## src/rtl/async_mmap_read_stream_pkg.sv

```systemverilog
`default_nettype none
// ============================================================================
// Module      : async_mmap_read_stream_pkg
// Description : Shared types and helpers for the sequential-read front end:
//               FSM state encoding and the word-index to byte-offset helper.
// Revision    : 1.0 - initial release
// ============================================================================
package async_mmap_read_stream_pkg;

    // Two-state controller: waiting for a request, or streaming one.
    typedef enum logic [0:0] {
        S_IDLE = 1'b0,
        S_RUN  = 1'b1
    } state_t;

    // Wide enough for any realistic address width; callers truncate.
    localparam int unsigned C_OFFSET_WIDTH = 128;

    // Byte offset of word number word_index for a word of 2**shift bytes.
    function automatic logic [C_OFFSET_WIDTH-1:0] stride_offset(
        input logic [C_OFFSET_WIDTH-1:0] word_index,
        input int unsigned               shift
    );
        return word_index << shift;
    endfunction

endpackage
`default_nettype wire

```

## src/rtl/async_mmap_read_stream_if.sv

```systemverilog
`default_nettype none
// ============================================================================
// Module      : async_mmap_read_stream_if
// Description : Bundles the memory port's read-address push side, its
//               read-data pop side and the registered output stream.
//               master = the read front end, slave = port plus consumer.
// Revision    : 1.0 - initial release
// ============================================================================
interface async_mmap_read_stream_if #(
    parameter int ADDR_WIDTH = 64,
    parameter int DATA_WIDTH = 512
);
    // Read-address FIFO push side
    logic [ADDR_WIDTH-1:0] read_addr_din;
    logic                  read_addr_write;
    logic                  read_addr_full_n;

    // Read-data FIFO pop side
    logic [DATA_WIDTH-1:0] read_data_dout;
    logic                  read_data_empty_n;
    logic                  read_data_read;

    // Output stream
    logic [DATA_WIDTH-1:0] out_data;
    logic                  out_last;
    logic                  out_valid;
    logic                  out_ready;

    modport master (
        output read_addr_din,
        output read_addr_write,
        input  read_addr_full_n,
        input  read_data_dout,
        input  read_data_empty_n,
        output read_data_read,
        output out_data,
        output out_last,
        output out_valid,
        input  out_ready
    );

    modport slave (
        input  read_addr_din,
        input  read_addr_write,
        output read_addr_full_n,
        output read_data_dout,
        output read_data_empty_n,
        input  read_data_read,
        input  out_data,
        input  out_last,
        input  out_valid,
        output out_ready
    );

endinterface
`default_nettype wire

```

## src/rtl/async_mmap_read_stream_out_reg.sv

```systemverilog
`default_nettype none
// ============================================================================
// Module      : async_mmap_read_stream_out_reg
// Description : One-entry valid/ready output register carrying a data word
//               and its last flag. A load always wins; otherwise an accepted
//               word empties the register. Contents hold while stalled.
// Revision    : 1.0 - initial release
// ============================================================================
module async_mmap_read_stream_out_reg #(
    parameter int DATA_WIDTH = 512
) (
    input  wire                   clk,
    input  wire                   rst,
    input  wire                   i_load,
    input  wire                   i_ready,
    input  wire  [DATA_WIDTH-1:0] i_data,
    input  wire                   i_last,
    output logic [DATA_WIDTH-1:0] o_data,
    output logic                  o_last,
    output logic                  o_valid
);

    logic [DATA_WIDTH-1:0] r_data;
    logic                  r_last;
    logic                  r_valid;

    // Capture a new word on load, drop valid once the consumer took it.
    always_ff @(posedge clk or posedge rst) begin
        if (rst) begin
            r_data  <= '0;
            r_last  <= 1'b0;
            r_valid <= 1'b0;
        end else if (i_load) begin
            r_data  <= i_data;
            r_last  <= i_last;
            r_valid <= 1'b1;
        end else if (i_ready) begin
            r_valid <= 1'b0;
        end
    end

    assign o_data  = r_data;
    assign o_last  = r_last;
    assign o_valid = r_valid;

endmodule
`default_nettype wire

```

## src/rtl/async_mmap_read_stream.sv

```systemverilog
`default_nettype none
// ============================================================================
// Module      : async_mmap_read_stream
// Description : Sequential-read front end for the asynchronous memory-mapped
//               port. Issues count consecutive word addresses starting at
//               base_addr into the port's read-address FIFO, pops the
//               returning words into a registered stream with a last flag,
//               and limits issued-but-unpopped words to MAX_OUTSTANDING so
//               the port's read-data buffer never overflows.
// Revision    : 1.0 - initial release
// ============================================================================
module async_mmap_read_stream #(
    parameter int ADDR_WIDTH           = 64,
    parameter int DATA_WIDTH           = 512,
    parameter int DATA_WIDTH_BYTES_LOG = 6,
    parameter int COUNT_WIDTH          = 32,
    parameter int MAX_OUTSTANDING      = 64,
    parameter int OUTSTANDING_WIDTH    = 7
) (
    input  wire                    clk,
    input  wire                    rst,
    input  wire                    start,
    input  wire  [ADDR_WIDTH-1:0]  base_addr,
    input  wire  [COUNT_WIDTH-1:0] count,
    output logic                   busy,
    output logic                   done,
    async_mmap_read_stream_if.master mm
);

    import async_mmap_read_stream_pkg::*;

    localparam logic [OUTSTANDING_WIDTH-1:0] C_MAX_OUT = OUTSTANDING_WIDTH'(MAX_OUTSTANDING);
    localparam logic [COUNT_WIDTH-1:0]       C_ONE     = COUNT_WIDTH'(1);

    state_t                       r_state;
    logic                         r_done;
    logic [ADDR_WIDTH-1:0]        r_base;
    logic [COUNT_WIDTH-1:0]       r_count;
    logic [COUNT_WIDTH-1:0]       r_issued;
    logic [COUNT_WIDTH-1:0]       r_received;
    logic [OUTSTANDING_WIDTH-1:0] r_outstanding;

    logic w_run;
    logic w_issue;
    logic w_pop;
    logic w_last;
    logic w_final_accept;

    assign w_run = (r_state == S_RUN);

    // An address goes out while words remain, the port has room and the
    // port's read-data buffer is guaranteed space for the answer.
    assign w_issue = w_run
                  && (r_issued != r_count)
                  && mm.read_addr_full_n
                  && (r_outstanding < C_MAX_OUT);

    // A word is popped only when the output register is free or draining
    // this cycle; IDLE never pops so stray data stays in the port.
    assign w_pop = w_run
                && mm.read_data_empty_n
                && (!mm.out_valid || mm.out_ready)
                && (r_received != r_count);

    assign w_last         = (r_received == r_count - C_ONE);
    assign w_final_accept = mm.out_valid && mm.out_ready && mm.out_last;

    // Address arithmetic wraps silently at the address width.
    assign mm.read_addr_din   = r_base + ADDR_WIDTH'(stride_offset(C_OFFSET_WIDTH'(r_issued),
                                                                   DATA_WIDTH_BYTES_LOG));
    assign mm.read_addr_write = w_issue;
    assign mm.read_data_read  = w_pop;

    assign busy = w_run;
    assign done = r_done;

    // Controller: request acceptance, issue/receive/credit tracking, completion.
    always_ff @(posedge clk or posedge rst) begin
        if (rst) begin
            r_state       <= S_IDLE;
            r_done        <= 1'b0;
            r_base        <= '0;
            r_count       <= '0;
            r_issued      <= '0;
            r_received    <= '0;
            r_outstanding <= '0;
        end else begin
            r_done <= 1'b0;
            case (r_state)
                S_IDLE: begin
                    if (start) begin
                        if (count == '0) begin
                            // Empty request completes without touching the port.
                            r_done <= 1'b1;
                        end else begin
                            r_base        <= base_addr;
                            r_count       <= count;
                            r_issued      <= '0;
                            r_received    <= '0;
                            r_outstanding <= '0;
                            r_state       <= S_RUN;
                        end
                    end
                end
                S_RUN: begin
                    if (w_issue) begin
                        r_issued <= r_issued + C_ONE;
                    end
                    if (w_pop) begin
                        r_received <= r_received + C_ONE;
                    end
                    case ({w_issue, w_pop})
                        2'b10:   r_outstanding <= r_outstanding + OUTSTANDING_WIDTH'(1);
                        2'b01:   r_outstanding <= r_outstanding - OUTSTANDING_WIDTH'(1);
                        default: r_outstanding <= r_outstanding;
                    endcase
                    if (w_final_accept) begin
                        r_state <= S_IDLE;
                        r_done  <= 1'b1;
                    end
                end
                default: r_state <= S_IDLE;
            endcase
        end
    end

    async_mmap_read_stream_out_reg #(
        .DATA_WIDTH (DATA_WIDTH)
    ) u_out_reg (
        .clk     (clk),
        .rst     (rst),
        .i_load  (w_pop),
        .i_ready (mm.out_ready),
        .i_data  (mm.read_data_dout),
        .i_last  (w_last),
        .o_data  (mm.out_data),
        .o_last  (mm.out_last),
        .o_valid (mm.out_valid)
    );

endmodule
`default_nettype wire

```

## src/flat_wrapper.sv

```systemverilog
// flat-port wrapper written by rule: the top's interface ports become plain ports
module async_mmap_read_stream_flat import async_mmap_read_stream_pkg::*;
#(
    parameter int ADDR_WIDTH           = 64,
    parameter int DATA_WIDTH           = 512,
    parameter int DATA_WIDTH_BYTES_LOG = 6,
    parameter int COUNT_WIDTH          = 32,
    parameter int MAX_OUTSTANDING      = 64,
    parameter int OUTSTANDING_WIDTH    = 7
)
  (clk, rst, start, base_addr, count, busy, done, mm_read_addr_din, mm_read_addr_write, mm_read_addr_full_n, mm_read_data_dout, mm_read_data_empty_n, mm_read_data_read, mm_out_data, mm_out_last, mm_out_valid, mm_out_ready);
  async_mmap_read_stream_if #(.ADDR_WIDTH(ADDR_WIDTH), .DATA_WIDTH(DATA_WIDTH)) mm_i ();
  input  wire clk;
  input  wire rst;
  input  wire start;
  input  wire  [ADDR_WIDTH-1:0] base_addr;
  input  wire  [COUNT_WIDTH-1:0] count;
  output logic busy;
  output logic done;
  output wire logic [$bits(mm_i.read_addr_din)-1:0] mm_read_addr_din;
  output wire logic [$bits(mm_i.read_addr_write)-1:0] mm_read_addr_write;
  input wire logic [$bits(mm_i.read_addr_full_n)-1:0] mm_read_addr_full_n;
  input wire logic [$bits(mm_i.read_data_dout)-1:0] mm_read_data_dout;
  input wire logic [$bits(mm_i.read_data_empty_n)-1:0] mm_read_data_empty_n;
  output wire logic [$bits(mm_i.read_data_read)-1:0] mm_read_data_read;
  output wire logic [$bits(mm_i.out_data)-1:0] mm_out_data;
  output wire logic [$bits(mm_i.out_last)-1:0] mm_out_last;
  output wire logic [$bits(mm_i.out_valid)-1:0] mm_out_valid;
  input wire logic [$bits(mm_i.out_ready)-1:0] mm_out_ready;
  assign mm_read_addr_din = mm_i.read_addr_din;
  assign mm_read_addr_write = mm_i.read_addr_write;
  assign mm_i.read_addr_full_n = mm_read_addr_full_n;
  assign mm_i.read_data_dout = mm_read_data_dout;
  assign mm_i.read_data_empty_n = mm_read_data_empty_n;
  assign mm_read_data_read = mm_i.read_data_read;
  assign mm_out_data = mm_i.out_data;
  assign mm_out_last = mm_i.out_last;
  assign mm_out_valid = mm_i.out_valid;
  assign mm_i.out_ready = mm_out_ready;
  async_mmap_read_stream #(.ADDR_WIDTH(ADDR_WIDTH), .DATA_WIDTH(DATA_WIDTH), .DATA_WIDTH_BYTES_LOG(DATA_WIDTH_BYTES_LOG), .COUNT_WIDTH(COUNT_WIDTH), .MAX_OUTSTANDING(MAX_OUTSTANDING), .OUTSTANDING_WIDTH(OUTSTANDING_WIDTH)) u_core (.clk(clk), .rst(rst), .start(start), .base_addr(base_addr), .count(count), .busy(busy), .done(done), .mm(mm_i));
endmodule
```

## config.mk

```make
export PLATFORM = sky130hd
export DESIGN_NAME = async_mmap_read_stream_flat
export DESIGN_NICKNAME = d
export VERILOG_FILES = /design/src/rtl/async_mmap_read_stream_pkg.sv /design/src/rtl/async_mmap_read_stream_if.sv /design/src/rtl/async_mmap_read_stream_out_reg.sv /design/src/rtl/async_mmap_read_stream.sv /design/src/flat_wrapper.sv
export SDC_FILE = /design/constraint.sdc
export NUM_CORES = 2
export LEC_CHECK = 0
export CORE_AREA = 8 8 465 467
export CTS_BUF_LIST = sky130_fd_sc_hd__clkbuf_4 sky130_fd_sc_hd__clkbuf_8 sky130_fd_sc_hd__clkbuf_16
export DETAILED_ROUTE_END_ITERATION = 16
export DIE_AREA = 0 0 473 475
export PLACE_DENSITY = 0.33
export RECOVER_POWER = 50
export SYNTH_ARGS = -nofsm -noshare
export SYNTH_HDL_FRONTEND = slang
export SYNTH_HIERARCHICAL = 1
export SYNTH_SLANG_ARGS = --single-unit
```

## constraint.sdc

```tcl
create_clock -name clk -period 20.2 [get_ports clk]
set_clock_uncertainty 0.2 [all_clocks]
set_input_delay 4.04 -clock clk [delete_from_list [all_inputs] [get_ports clk]]
set_output_delay 4.04 -clock clk [all_outputs]
set_load 0.03 [all_outputs]
```

### Word level (Yosys, flattened, before mapping)

Cells that the tools add are included.
Widths: inputs -> output; s select.

| word-level totals | value |
|---|---|
| output and inout bits | 582 |
| register bits after elaboration | 683 |
| bits of input ports | 614 |
| logic and storage cells | 65 |

| cells by class | value |
|---|---|
| bitwise logic cells | 2 |
| equal/unequal tests | 10 |
| magnitude comparators | 1 |
| muxes and demuxes | 20 |
| add/subtract/negate cells | 6 |
| reduce and logical (&&, ||, !) cells | 16 |

Operators with widths:

| kind | count |
|---|---|
| $mux 32 | 4 |
| $pmux 32 s2 | 2 |
| $add 32x1->32 const B | 2 |
| $add 64x38->64 | 1 |
| $ne 32x32->1 | 2 |
| $eq 32x32->1 | 1 |
| $logic_not 32->1 | 1 |
| $sub 32x1->32 const B | 1 |
| $pmux 7 s2 | 2 |
| $mux 7 | 2 |
| $reduce_and 3->1 | 4 |
| $logic_and 1x1->1 | 8 |
| $mux 1 | 8 |
| $ne 2x2->1 const B | 4 |
| $add 7x1->7 const B | 1 |
| $lt 7x7->1 const B | 1 |
| $sub 7x1->7 const B | 1 |
| $pmux 1 s2 | 2 |
| $ne 3x3->1 const B | 1 |
| $eq 2x1->1 const B | 1 |
| $eq 2x2->1 const B | 1 |
| $not 1->1 | 2 |
| $reduce_bool 2->1 | 1 |
| $logic_not 1->1 | 1 |
| $logic_or 1x1->1 | 1 |

### Logic depth before layout (Yosys ltp)

| logic depth | value |
|---|---|
| depth after elaboration | 7 |
| mapped depth | 16 |
| gate-level depth less buffers | 14 |

### Cells and area by module

The synthesis kept the hierarchy.

By module, submodules not included:

| module | area each (sq um) | seq. area each (sq um) | instances | cells an instance |
|---|---|---|---|---|
| async_mmap_read_stream_out_reg | 21,062.7 | 12,862.3 | 1 | 1,087 |
| async_mmap_read_stream | 11,222.0 | 4,229.1 | 1 | 1,386 |

### Worst setup path before layout

Ideal clock, no wire load.

| timing path | value |
|---|---|
| path type | in2out |
| start point | input port mm_read_data_empty_n |
| end point | output port mm_read_data_read |
| setup slack | 11.054 ns |
| stages | 3 |
| data required time | 15.960 ns |
| path buffers | 1 |
| arrival | 4.906 ns |
| path through | o211ai_1 -> a31oi_1 -> clkbuf_1 |

| between the ends | value |
|---|---|
| cells in the longest elaborated chain, start to end | 3 |

Ends and longest elaborated chain:

| item | line | RTL |
|---|---|---|
| start: declaration | flat_wrapper.sv:24 | `input wire logic [$bits(mm_i.read_data_empty_n)-1:0] mm_read_data_empty_n;` |
| $logic_and 1x1->1 | async_mmap_read_stream.sv:61 | `&& mm.read_data_empty_n` |
| $logic_and 1x1->1 | async_mmap_read_stream.sv:62 | `&& (!mm.out_valid \|\| mm.out_ready)` |
| $logic_and 1x1->1 | async_mmap_read_stream.sv:63 | `&& (r_received != r_count);` |
| end: declaration | flat_wrapper.sv:25 | `output wire logic [$bits(mm_i.read_data_read)-1:0] mm_read_data_read;` |

No other way between the ends.

==> metrics.yaml <==
status: "complete, but fails checks"
violations: "capacitance limit, slew limit"
start_kind: "input port"
tightest_slew_ns: 5.14
routed_via_density: 3.68
whs_ns: 0.277
path_clk_slew_ns: 0.06
placed_cell_area_um2: 47000
post-place-ws_ns: 9.72
die_w_um: 473
path_max_fanout: 88
yosysSeqAreaShare_pct: 52.9
synth_async_sr_flop_share_pct: 100
vias: 24184
fin_nets: 4313
hold_buffers: 0
synth_nets: 3129
r2r-end: "u_core/u_out_reg/o_data[218]"
setup_viol: 0
drc: 0
crit_path_start: "rst"
cts_tree: "done"
cts.root.buffer_cell: "clkbuf_16"
arrival_ns: 12.42
synthCells: 2473
r2r_cells: 10
place_congestion: 0.805
r2r-start: "u_core/r_count[3]"
grt_pass1_wl_um: 228000
core_um2: 209000
final_hold_viol_count: 0
htreeDepth: 3
ff2ff_setup_slack_ns: 11.76
initial_core_util_pct: 15.5
cp.required_ns: 20.69
cp-endpoint: "u_core/u_out_reg/o_data[356]"
postCtsResizedCells: 0
rsz0062_at_grt: "false"
avgSynthCellArea_um2: 13.1
hp-class: "register to register"
grt_pass1_vias: 25309
ant_nets: 0
drv_slew: 570
finalCritPeriodShare_pct: 59.0
vdd_drop_max_v: 0.0000659
ys_warn_count: 6
post_route_cells_drive_above_1_share_pct: 17.1
port_buffers: 1195
clk_latency_ns: 0.72
period_minus_slack_ns: 11.92
leakage_nw: 21.2
synth_area_um2: 32300
cts_sinks: 683
die_y_um: 475
clk_path_buf_depth: 3
syn_to_final_growth_pct: 54.8
grt_overflow: 0
antenna_found_initial: 148
drv_cap: 11
ys.flop_type: "dfrtp_1"
std_cell_rows: 168
ys_ff_latch: 683
wl_um: 172000
grt_use_total_pct: 14.5
routedWlPerCell_um: 26.1
tns_ns: 0
setup_slack_ns: 8.28
postCtsSetupRepairBufs: 0
drtPass1Iterations: 5
pin_count: 1196
design_area_um2: 50000
crit_type: "input port to asynchronous set/reset pin"
die_area_um2: 225000
detailed_place_hpwl_um: 140000
dr.first_iter.drc_count: 1262
crit_path_end_kind: "asynchronous set/reset pin"
grt_start_max_net_pins: 117
ys_types: 72
slew_headroom_pct: -244
power_density_nw_per_um2: 117
synth_edf_count: 0
cts_inserted_buffers: 95
clock.fmax_ghz: 0.0839
## where the power goes
group	switching, W	total (W)	internal [W]	leakage [nW]
logic	0.00123	0.00216	0.000927	11.3
registers	0.000274	0.00194	0.00167	8.20
clock network	0.000698	0.00177	0.00107	1.63
## worst max-delay path, stage by stage
cell           delay [ns]
dlygate4sd3_1        0.58
clkinvlp_2           2.82
clkbuf_1             2.34
buf_4                0.96
buf_4                0.59
buf_4                0.81
## synth_stat cells (all sizes together), types with 3 or more instances
cell | number | area, µm²
or4 | 8 | 60.1
nor2 | 106 | 398
nor2b | 9 | 56.3
and2 | 7 | 43.8
nand3 | 53 | 265
mux2 | 513 | 7500
o21a | 4 | 30.0
ha | 40 | 500
a211oi | 8 | 60.1
nor4 | 23 | 165
nor3 | 23 | 115
nor3b | 6 | 50.1
xnor2 | 121 | 1060
nand2 | 338 | 1270
mux2i | 7 | 70.1
nand3b | 3 | 22.5
dfrtp | 683 | 17100
a21oi | 60 | 300
and3 | 20 | 126
clkbuf | 68 | 256
and4 | 6 | 53.8
nand4b | 3 | 26.3
xor2 | 59 | 517
nand2b | 10 | 65.1
a211o | 4 | 35.0
a21o | 22 | 165
a31oi | 9 | 56.3
o21bai | 3 | 22.5
o211ai | 9 | 67.6
o21ai | 56 | 280
inv | 34 | 128
nand4 | 39 | 244
buf | 68 | 759
or3 | 23 | 149
## worst min path at each step
stage / startpoint / endpoint / cells after the start
4_1_cts: u_core/r_base[1] / u_core/r_base[1] / 2
5_1_grt: u_core/u_out_reg/o_data[434] / u_core/u_out_reg/o_data[434] / 1
6_report: u_core/r_base[0] / u_core/r_base[0] / 2
3_5_place_dp: u_core/r_base[1] / u_core/r_base[1] / 2
2_1_floorplan: u_core/r_base[0] / u_core/r_base[0] / 2
3_3_place_gp: u_core/r_base[3] / u_core/r_base[3] / 2
## cells by family (layout without fill, tap and decap cells)
group | count (synthesis) | after routing | synth area share (%)
buffers and inverters | 170 | 1425 | 3.54
and+or+nand+nor | 684 | 684 | 9.82
muxes | 521 | 521 | 23.5
DFF | 683 | 683 | 52.9
other | 0 | 41 | 0
AOI/OAI and AO/OA | 193 | 193 | 3.63
adders and majority gates | 42 | 42 | 1.67
xor gates and xnor gates | 180 | 180 | 4.88
## flip-flops by register name, summed over array words and instances (netlist names)
name / flops
u_core/u_out_reg/o_data: 512
u_core/r_base: 64
u_core/r_count: 32
u_core/r_issued: 32
u_core/r_received: 32
u_core/r_outstanding: 7
u_core/busy: 1
u_core/done: 1
u_core/u_out_reg/o_last: 1
u_core/u_out_reg/o_valid: 1
## layout make-up
class / instances / area, µm²
clock inverter: 28 / 409
timing repair buffer: 1223 / 12200
tap: 2805 / 3510
clock buffer: 140 / 2830
antenna: 41 / 103
multi-input combinational: 1620 / 13800
fill: 22234 / 159000
sequential: 683 / 17100
inverter: 34 / 130
## metal layers
layer  global-route usage [%]  up-vias  wire length [µm]
li1                         -    11034                 -
met1                     16.8    11684             67400
met2                     24.6     1060             83800
met3                     5.09      382             13700
met4                     5.83       24              6530
met5                        0        -               164
## stage by stage
stage,utilization [%],std cells,total power (W)
2_1_floorplan,-,2473,0.00319
4_1_cts,24.1,6533,0.00612
3_5_place_dp,22.5,6365,0.00427
3_3_place_gp,22.5,6365,0.00428
5_1_grt,24.0,6556,0.00617
6_report,24.0,6574,0.00586
## placed cells by master, fill, tap and decap left out, drive strengths merged, types with 22 or more instances in the layout
master and instances:
o21ai 56, nand4 39, a21oi 60, ha 40, or3 23, nand2 338, nor3 23, nor2 106
inv 36, a21o 22, clkbuf 149, dlygate4sd3 518, xnor2 121, xor2 59, diode 41, clkdlybuf4s50 677
nor4 23, mux2 513, nand3 53, dfrtp 683
Power figures use the tool's default switching activity.
